<file path="config.mk">
export PLATFORM = sky130hd
export DESIGN_NAME = linebuffer_scanout_flat
export DESIGN_NICKNAME = d
export VERILOG_FILES = /design/src/rtl/linebuffer_scanout_if.sv /design/src/rtl/linebuffer_scanout.sv /design/src/flat_wrapper.sv
export SDC_FILE = /design/constraint.sdc
export NUM_CORES = 1
export LEC_CHECK = 0
export ABC_AREA = 1
export CORE_MARGIN = 2
export CORE_UTILIZATION = 57
export DETAILED_ROUTE_END_ITERATION = 8
export MAX_ROUTING_LAYER = met4
export PLACE_DENSITY = 0.88
export SLEW_MARGIN = 30
export SYNTH_ARGS = -nofsm -noshare
export SYNTH_HDL_FRONTEND = slang
export SYNTH_SLANG_ARGS = --single-unit
</file>
<file path="constraint.sdc">
create_clock -name clk_pix -period 2.35 [get_ports clk_pix]
set_clock_uncertainty 0.05 [all_clocks]
set_input_delay 0.705 -clock clk_pix [delete_from_list [all_inputs] [get_ports clk_pix]]
set_output_delay 0.705 -clock clk_pix [all_outputs]
set_load 0.01 [all_outputs]
</file>
<file path="src/rtl/linebuffer_scanout_if.sv">
// Line-buffer scanout bundle: line control and display enable, BRAM read port,
// and the pixel stream towards the palette stage.
interface linebuffer_scanout_if #(
  parameter int unsigned PIX_W  = 8,
  parameter int unsigned ADDR_W = 7,
  parameter int unsigned WORD_W = 128,
  parameter int unsigned LW_W   = 11
);
  logic              line_start;
  logic              line_sel;
  logic [LW_W-1:0]   line_width;
  logic              hdouble;
  logic              de;
  logic [ADDR_W-1:0] addr_pix;
  logic [WORD_W-1:0] colour_pix;
  logic [PIX_W-1:0]  pix_colour;
  logic              pix_valid;
  logic              line_done;
  logic              underrun;

  // Timing generator plus BRAM side
  modport master (
    output line_start, line_sel, line_width, hdouble, de, colour_pix,
    input  addr_pix, pix_colour, pix_valid, line_done, underrun
  );

  // Scanout engine side
  modport slave (
    input  line_start, line_sel, line_width, hdouble, de, colour_pix,
    output addr_pix, pix_colour, pix_valid, line_done, underrun
  );
endinterface

</file>
<file path="src/rtl/linebuffer_scanout.sv">
// Pixel-clock read side of the ping-pong line buffer: prefetches two BRAM words per
// line and serialises them one pixel per display slot, with optional 2x doubling.
module linebuffer_scanout #(
  parameter int unsigned      PIX_W  = 8,
  parameter int unsigned      ADDR_W = 7,
  parameter logic [PIX_W-1:0] BORDER = '0
) (
  input  logic clk_pix,
  input  logic rst_pix_n,
  linebuffer_scanout_if.slave bus
);

  localparam int unsigned WORD_W       = 128;
  localparam int unsigned PIX_PER_WORD = WORD_W / PIX_W;
  localparam int unsigned IDX_W        = $clog2(PIX_PER_WORD);
  localparam int unsigned WIDX_W       = ADDR_W - 1;
  localparam int unsigned CNT_W        = 11;
  localparam int unsigned MAX_PIX      = 1024;

  typedef enum logic [2:0] {
    S_IDLE,
    S_FETCH0,
    S_FETCH1,
    S_READY,
    S_ACTIVE
  } state_t;

  state_t              state_q, state_d;
  logic                sel_q;
  logic [CNT_W-1:0]    width_q;
  logic                hdouble_q;
  logic                rep_q;
  logic [WORD_W-1:0]   shift_q;
  logic [WORD_W-1:0]   hold_q;
  logic [IDX_W-1:0]    pix_idx_q;
  logic [WIDX_W-1:0]   word_q;
  logic [CNT_W-1:0]    cnt_q;
  logic [1:0]          reload_q;
  logic [ADDR_W-1:0]   addr_q;
  logic [PIX_W-1:0]    pix_colour_q;
  logic                pix_valid_q;
  logic                line_done_q;
  logic                underrun_q;

  logic                slot_c;
  logic                consume_c;
  logic                underrun_c;
  logic                last_idx_c;
  logic                last_pix_c;
  logic                word_switch_c;
  logic [CNT_W-1:0]    cnt_nxt_c;

  // Out-of-range widths are capped at MAX_PIX so the line always terminates
  assign cnt_nxt_c     = cnt_q + CNT_W'(1);
  assign last_idx_c    = (pix_idx_q == IDX_W'(PIX_PER_WORD - 1));
  assign last_pix_c    = (cnt_nxt_c == width_q) || (cnt_nxt_c == CNT_W'(MAX_PIX));
  assign word_switch_c = consume_c && last_idx_c;

  always_ff @(posedge clk_pix or negedge rst_pix_n) begin
    if (!rst_pix_n) state_q <= S_IDLE;
    else            state_q <= state_d;
  end

  // Next state and per-cycle slot decode; line_start overrides everything
  always_comb begin
    state_d    = state_q;
    slot_c     = 1'b0;
    consume_c  = 1'b0;
    underrun_c = 1'b0;
    unique case (state_q)
      S_FETCH0: begin
        state_d    = S_FETCH1;
        underrun_c = bus.de;
      end
      S_FETCH1: begin
        state_d    = S_READY;
        underrun_c = bus.de;
      end
      S_READY: begin
        state_d    = S_ACTIVE;
        underrun_c = bus.de;
      end
      S_ACTIVE: begin
        slot_c    = bus.de;
        consume_c = bus.de && (!hdouble_q || rep_q);
        if (consume_c && last_pix_c) state_d = S_IDLE;
      end
      default: state_d = state_q;
    endcase
    if (bus.line_start) state_d = S_FETCH0;
  end

  // Datapath: line parameters, word registers, counters and registered outputs
  always_ff @(posedge clk_pix or negedge rst_pix_n) begin
    if (!rst_pix_n) begin
      sel_q        <= 1'b0;
      width_q      <= '0;
      hdouble_q    <= 1'b0;
      rep_q        <= 1'b0;
      shift_q      <= '0;
      hold_q       <= '0;
      pix_idx_q    <= '0;
      word_q       <= '0;
      cnt_q        <= '0;
      reload_q     <= '0;
      addr_q       <= '0;
      pix_colour_q <= BORDER;
      pix_valid_q  <= 1'b0;
      line_done_q  <= 1'b0;
      underrun_q   <= 1'b0;
    end else begin
      pix_colour_q <= slot_c ? shift_q[PIX_W-1:0] : BORDER;
      pix_valid_q  <= slot_c;
      line_done_q  <= consume_c && last_pix_c;
      underrun_q   <= underrun_c;
      if (bus.line_start) begin
        sel_q     <= bus.line_sel;
        width_q   <= bus.line_width;
        hdouble_q <= bus.hdouble;
        addr_q    <= {bus.line_sel, WIDX_W'(0)};
        rep_q     <= 1'b0;
        cnt_q     <= '0;
        pix_idx_q <= '0;
        word_q    <= '0;
        reload_q  <= '0;
      end else begin
        // BRAM data for a newly issued address arrives two cycles after the switch
        reload_q <= {reload_q[0], word_switch_c};
        if (reload_q[1])           hold_q  <= bus.colour_pix;
        if (state_q == S_FETCH0)   addr_q  <= {sel_q, WIDX_W'(1)};
        if (state_q == S_FETCH1)   shift_q <= bus.colour_pix;
        if (state_q == S_READY)    hold_q  <= bus.colour_pix;
        if (slot_c && hdouble_q)   rep_q   <= ~rep_q;
        if (consume_c) begin
          cnt_q     <= cnt_nxt_c;
          pix_idx_q <= pix_idx_q + IDX_W'(1);
          if (last_idx_c) begin
            shift_q <= hold_q;
            word_q  <= word_q + WIDX_W'(1);
            addr_q  <= {sel_q, word_q + WIDX_W'(2)};
          end else begin
            shift_q <= shift_q >> PIX_W;
          end
        end
      end
    end
  end

  assign bus.addr_pix   = addr_q;
  assign bus.pix_colour = pix_colour_q;
  assign bus.pix_valid  = pix_valid_q;
  assign bus.line_done  = line_done_q;
  assign bus.underrun   = underrun_q;

endmodule

</file>
<file path="src/flat_wrapper.sv">
// flat-port wrapper written by rule: the top's interface ports become plain ports
module linebuffer_scanout_flat 
#(
  parameter int unsigned      PIX_W  = 8,
  parameter int unsigned      ADDR_W = 7,
  parameter logic [PIX_W-1:0] BORDER = '0
)
  (clk_pix, rst_pix_n, bus_line_start, bus_line_sel, bus_line_width, bus_hdouble, bus_de, bus_colour_pix, bus_addr_pix, bus_pix_colour, bus_pix_valid, bus_line_done, bus_underrun);
  linebuffer_scanout_if #(.PIX_W(PIX_W), .ADDR_W(ADDR_W)) bus_i ();
  input  logic clk_pix;
  input  logic rst_pix_n;
  input wire logic [$bits(bus_i.line_start)-1:0] bus_line_start;
  input wire logic [$bits(bus_i.line_sel)-1:0] bus_line_sel;
  input wire logic [$bits(bus_i.line_width)-1:0] bus_line_width;
  input wire logic [$bits(bus_i.hdouble)-1:0] bus_hdouble;
  input wire logic [$bits(bus_i.de)-1:0] bus_de;
  input wire logic [$bits(bus_i.colour_pix)-1:0] bus_colour_pix;
  output wire logic [$bits(bus_i.addr_pix)-1:0] bus_addr_pix;
  output wire logic [$bits(bus_i.pix_colour)-1:0] bus_pix_colour;
  output wire logic [$bits(bus_i.pix_valid)-1:0] bus_pix_valid;
  output wire logic [$bits(bus_i.line_done)-1:0] bus_line_done;
  output wire logic [$bits(bus_i.underrun)-1:0] bus_underrun;
  assign bus_i.line_start = bus_line_start;
  assign bus_i.line_sel = bus_line_sel;
  assign bus_i.line_width = bus_line_width;
  assign bus_i.hdouble = bus_hdouble;
  assign bus_i.de = bus_de;
  assign bus_i.colour_pix = bus_colour_pix;
  assign bus_addr_pix = bus_i.addr_pix;
  assign bus_pix_colour = bus_i.pix_colour;
  assign bus_pix_valid = bus_i.pix_valid;
  assign bus_line_done = bus_i.line_done;
  assign bus_underrun = bus_i.underrun;
  linebuffer_scanout #(.PIX_W(PIX_W), .ADDR_W(ADDR_W), .BORDER(BORDER)) u_core (.clk_pix(clk_pix), .rst_pix_n(rst_pix_n), .bus(bus_i));
endmodule
</file>
; ---- Word level (Yosys, flattened, before mapping)
; Index checks and enable logic that the tools add are counted.
[op_classes]
muxes = 26
bitwise = 2
n_eq_ne = 8
addsub = 4
n_reduce_logical = 19
[op_table]
columns = op, n
row1 = $mux W128, 5
row2 = $mux W7, 4
row3 = $mux W11, 2
row4 = $mux W6, 3
row5 = $pmux W3 S4, 1
row6 = $add A11 B1 Y11 const B, 1
row7 = $eq A11 B11 Y1, 1
row8 = $eq A11 B11 Y1 const B, 1
row9 = $reduce_bool A2 Y1, 5
row10 = $mux W4, 2
row11 = $mux W8, 1
row12 = $reduce_and A2 Y1, 4
row13 = $add A6 B1 Y6 const B, 1
row14 = $add A6 B2 Y6 const B, 1
row15 = $eq A3 B2 Y1 const B, 2
row16 = $mux W3, 2
row17 = $logic_and A1 B1 Y1, 5
row18 = $mux W1, 5
row19 = $reduce_bool A5 Y1, 1
row20 = $add A4 B1 Y4 const B, 1
row21 = $eq A4 B4 Y1 const B, 1
row22 = $eq A3 B1 Y1 const B, 1
row23 = $eq A3 B3 Y1 const B, 1
row24 = $ne A3 B2 Y1 const B, 1
row25 = other kinds (5), 7
[word_totals]
input_bits = 145
ff_bits = 314
out_inout_bits = 18

; ---- Logic depth before layout (Yosys ltp)
[depth]
word_depth = 7
ltp_mapped = 17

; ---- Worst setup path before layout
; Ideal clock, no wire load.
[synth_timing]
path_kind = input to register
start = input bus_line_start
end = register u_core.hold_q[24]
slack_ns = 0.220
path_stages = 7
arrival_time_ns = 1.997
setup_time_ns = 0.083
path_cell_list = buf_2 clkinv_1 o21ai_1 clkbuf_1 clkbuf_1 nand2_1 o21ai_0
[synth_via]
elab_chain_cells = 2
[synth_rtl]
columns = item, line_no
row1 = "start, declared", flat_wrapper.sv:12  ; input wire logic [$bits(bus_i.line_start)-1:0] bus_line_start;
row2 = $not A1 Y1 (no source line), n/a
row3 = $reduce_and A2 Y1 (no source line), n/a
row4 = "end signal, assigned", linebuffer_scanout.sv:129  ; if (reload_q[1]) hold_q <= bus.colour_pix;
row5 = "end signal, assigned", linebuffer_scanout.sv:132  ; if (state_q == S_READY) hold_q <= bus.colour_pix;
row6 = "end, declared", linebuffer_scanout.sv:34  ; logic [WORD_W-1:0] hold_q;
; No other way between the ends.
; A chain may end at the register's enable or synchronous reset.

; ---- Final worst setup path
[layout_timing]
start = register u_core.pix_colour_q[3] (netlist: u_core.bus.pix_colour[3])
end = output bus_pix_colour[3]
[layout_rtl]
columns = item, line_no
row1 = "start, declared", linebuffer_scanout.sv:40  ; logic [PIX_W-1:0] pix_colour_q;
row2 = "start signal, assigned", linebuffer_scanout.sv:112  ; pix_colour_q <= slot_c ? shift_q[PIX_W-1:0] : BORDER;
row3 = "end, declared", flat_wrapper.sv:19  ; output wire logic [$bits(bus_i.pix_colour)-1:0] bus_pix_colour;
; No word-level cell between the ends.

==> results.cfg <==
[run_status]
status = complete, no violations

[critical_path]
end_kind = output pin
critical-path-top-delay-family = buffers and inverters
r2r_start = u_core.pix_idx_q[0]$_DFFE_PN0P_
crit_type = reg2out
critical_path.max_fanout = 1
crit_buf_inv = 1
path_cells = clkdlybuf4s50_1
r2r_end = u_core.shift_q[114]$_DFFE_PN0P_
worst_ep_required_time_ps = 1590
crit_path_start_kind = flop
r2r_slack_ps = 180
max_stage_delay_ps = 550
crit_cells = 1
crit_path_top_delay_cell = clkdlybuf4s50_1
cp.arrival_ps = 1440
r2r_cells = 9

[clocking]
clkTransAtPathRegs_ps = 60
cts_hold_buf = 0
cts_root_buf = clkbuf_16
clkSinkCount = 314
tritoncts = built
clock_path_buffers = 3
cts_made_buffers = 35
cts_max_level = 2
clk_latency_ps = 510

[cells_and_area]
nFillCells = 1851
final_util_pct = 71.6
mostFrequentLayoutCell = nand2_1
ff_latch_area_mm2 = 0.00786
drive_gt1_share_pct = 8.76
multi_input_area_mm2 = 0.00565
num-nets-final = 2059
area_growth_pct = 23.3
final_cell_mix = 538 x nand2_1, 313 x dfrtp_1, 239 x o21ai_0

[grt]
antenna_found_initial = 4
grt_use_met3_pct = 4.87
grt_max_degree = 99
grt.met2_usage_pct = 45.3
grt_pass1_wl_um = 60000
met1_usage_pct = 38.0
grt_pass1_vias = 12484
overflow = 0
top_usage_layer = met2
grt_usage_pct = 28.4

[pwr]
ir_drop_uv = 701
total_leakage_power_nw = 8.19
power.total_mw = 18.2
p_per_area_mw_per_mm2 = 1010

[yosys]
yosysSeqAreaShare_pct = 53.9
netlist_area_mm2 = 0.0146
ys_ff_latch = 314
synthTopCellsByArea = dfrtp_1 54%, nand2_1 14%, o21ai_0 8.2%
synthesis.nets = 1910
synth_top_cell_by_area = dfrtp_1
yosysUniqueCellTypes = 36
netlist.area_leader.share_pct = 53.9
yosysWarnings = 0
syn-mean-instance-area_um2 = 8.28
syn_inst = 1761

[timing]
period_needed_ps = 2200
relSlewSlack_pct = 62.0
hold_viol = 0
tightest_slew_ps = 565
slew_violations = 0
clock.fmax_mhz = 455
setup_violations = 0
fin_crit_sh_pct = 93.5

[run]
maxCapViolations = 0

[placed_design]
place_hpwl_um = 23900
io_buffers = 162
place.gp.congestion = 0.896

[die]
num_rows = 58
ios = 163
die_h_um = 164
initial_core_util_pct = 58.0
die_w_um = 164
core_mm2 = 0.0251
design.die.area_mm2 = 0.0269

[routing]
drt_iter0_drc = 1159
via_per_inst = 5.54
drtAntennaViolNets = 0
wl_per_cell_um = 16.1
vias = 12542
wirelength_um = 36300
drc = 0
firstDrtPassIters = 5

[min_path]
min_path_type = in2async
-- cell families after synthesis --
logic type / after synthesis / share of synthesized area, %
compound gates: 392 / 14.0
xor+xnor: 3 / 0.180
fa+ha+maj: 4 / 0.343
buf+inv: 255 / 7.48
flops: 314 / 53.9
mux: 41 / 3.17
simple gates: 752 / 20.9
-- through the flow --
| step | hold slack, ps | setup slack [ps] | setup TNS (ps) | cells | cell area (µm²) |
|---|---|---|---|---|---|
| after floorplan | 359 | 220 | 0 | 1761 | 14600 |
| after global placement | 394 | -90.2 | -7710 | 2202 | 16900 |
| after detailed placement | 407 | -211 | -16300 | 2202 | 16900 |
| after CTS | 97.5 | 89.1 | 0 | 2258 | 17900 |
| after global routing | 111 | -10.4 | -10.4 | 2263 | 18000 |
| final | 81.2 | 154 | 0 | 2263 | 18000 |
-- synthesized netlist by cell type --
cell and instances:
a2111oi_1 1, a21oi_1 24, a21oi_4 1, a22o_1 1, a31oi_1 1, a32oi_1 1, and2_1 2, buf_1 3
buf_2 34, buf_6 12, clkbuf_1 62, clkinv_1 1, dfrtp_1 314, ha_1 4, inv_1 139, inv_2 4
mux2_2 41, nand2_1 540, nand2_2 2, nand3_1 146, nand4_1 2, nor2_1 47, nor2_2 1, nor2_4 1
nor3_1 10, o211ai_1 9, o21a_1 1, o21ai_0 240, o21ai_1 101, o21ai_4 1, o22ai_1 8, o31ai_1 2
o41ai_1 1, or2_2 1, xnor2_1 1, xor2_1 2
-- per-layer routing --
| layer | vias up | share of wire, % |
|---|---|---|
| met5 | - | 0 |
| met3 | 82 | 6.4 |
| met4 | 0 | 2.0 |
| met1 | 5992 | 44 |
| li1 | 6016 | - |
| met2 | 452 | 48 |
-- how the worst max path moves through the flow --
stage	start	slack [ps]	end
floorplan	bus_line_start	220	u_core.hold_q[24]$_DFFE_PN0P_
global placement	bus_de	-90	u_core.shift_q[13]$_DFFE_PN0P_
detailed placement	bus_de	-210	u_core.bus.addr_pix[1]$_DFF_PN0_
CTS	u_core.cnt_q[0]$_DFFE_PN0P_	90	u_core.state_q[2]$_DFFE_PN0P_
global route	u_core.cnt_q[0]$_DFFE_PN0P_	-10	u_core.state_q[1]$_DFFE_PN0P_
finish	u_core.bus.pix_colour[3]$_DFF_PN0_	150	bus_pix_colour[3]
-- state kept, by name (all words and copies together) (netlist names) --
name	flops
u_core.bus.addr_pix	7
u_core.pix_idx_q	4
u_core.bus.line_done	1
u_core.bus.pix_colour	8
u_core.shift_q	128
u_core.hold_q	128
u_core.word_q	6
u_core.sel_q	1
u_core.width_q	11
u_core.bus.underrun	1
u_core.state_q	3
u_core.bus.pix_valid	1
u_core.cnt_q	11
u_core.rep_q	1
u_core.hdouble_q	1
u_core.reload_q	2
-- power breakdown --
part           switching [mW]  total (mW)  internal (mW)  leakage [nW]
clock                    2.12        5.22           3.10         0.531
sequential               1.20        8.74           7.54          3.95
combinational            2.28        4.25           1.97          3.71
total                    5.60        18.2           12.6          8.19
-- layout make-up --
| class | count | area share, % |
|---|---|---|
| antenna | 4 | 0.0557 |
| clock buffer | 45 | 5.37 |
| clock inverter | 11 | 0.599 |
| inverter | 144 | 3.05 |
| multi-input combinational | 1192 | 31.4 |
| sequential | 314 | 43.7 |
| tap | 330 | 2.30 |
| timing repair buffer | 223 | 13.5 |
-- what timing repair did --
action / CTS / global route
buffers inserted: 0 / 1
setup endpoints to repair: 0 / 4
gates resized for setup: 0 / 5
No activity file was read; power rests on OpenSTA's default activity.
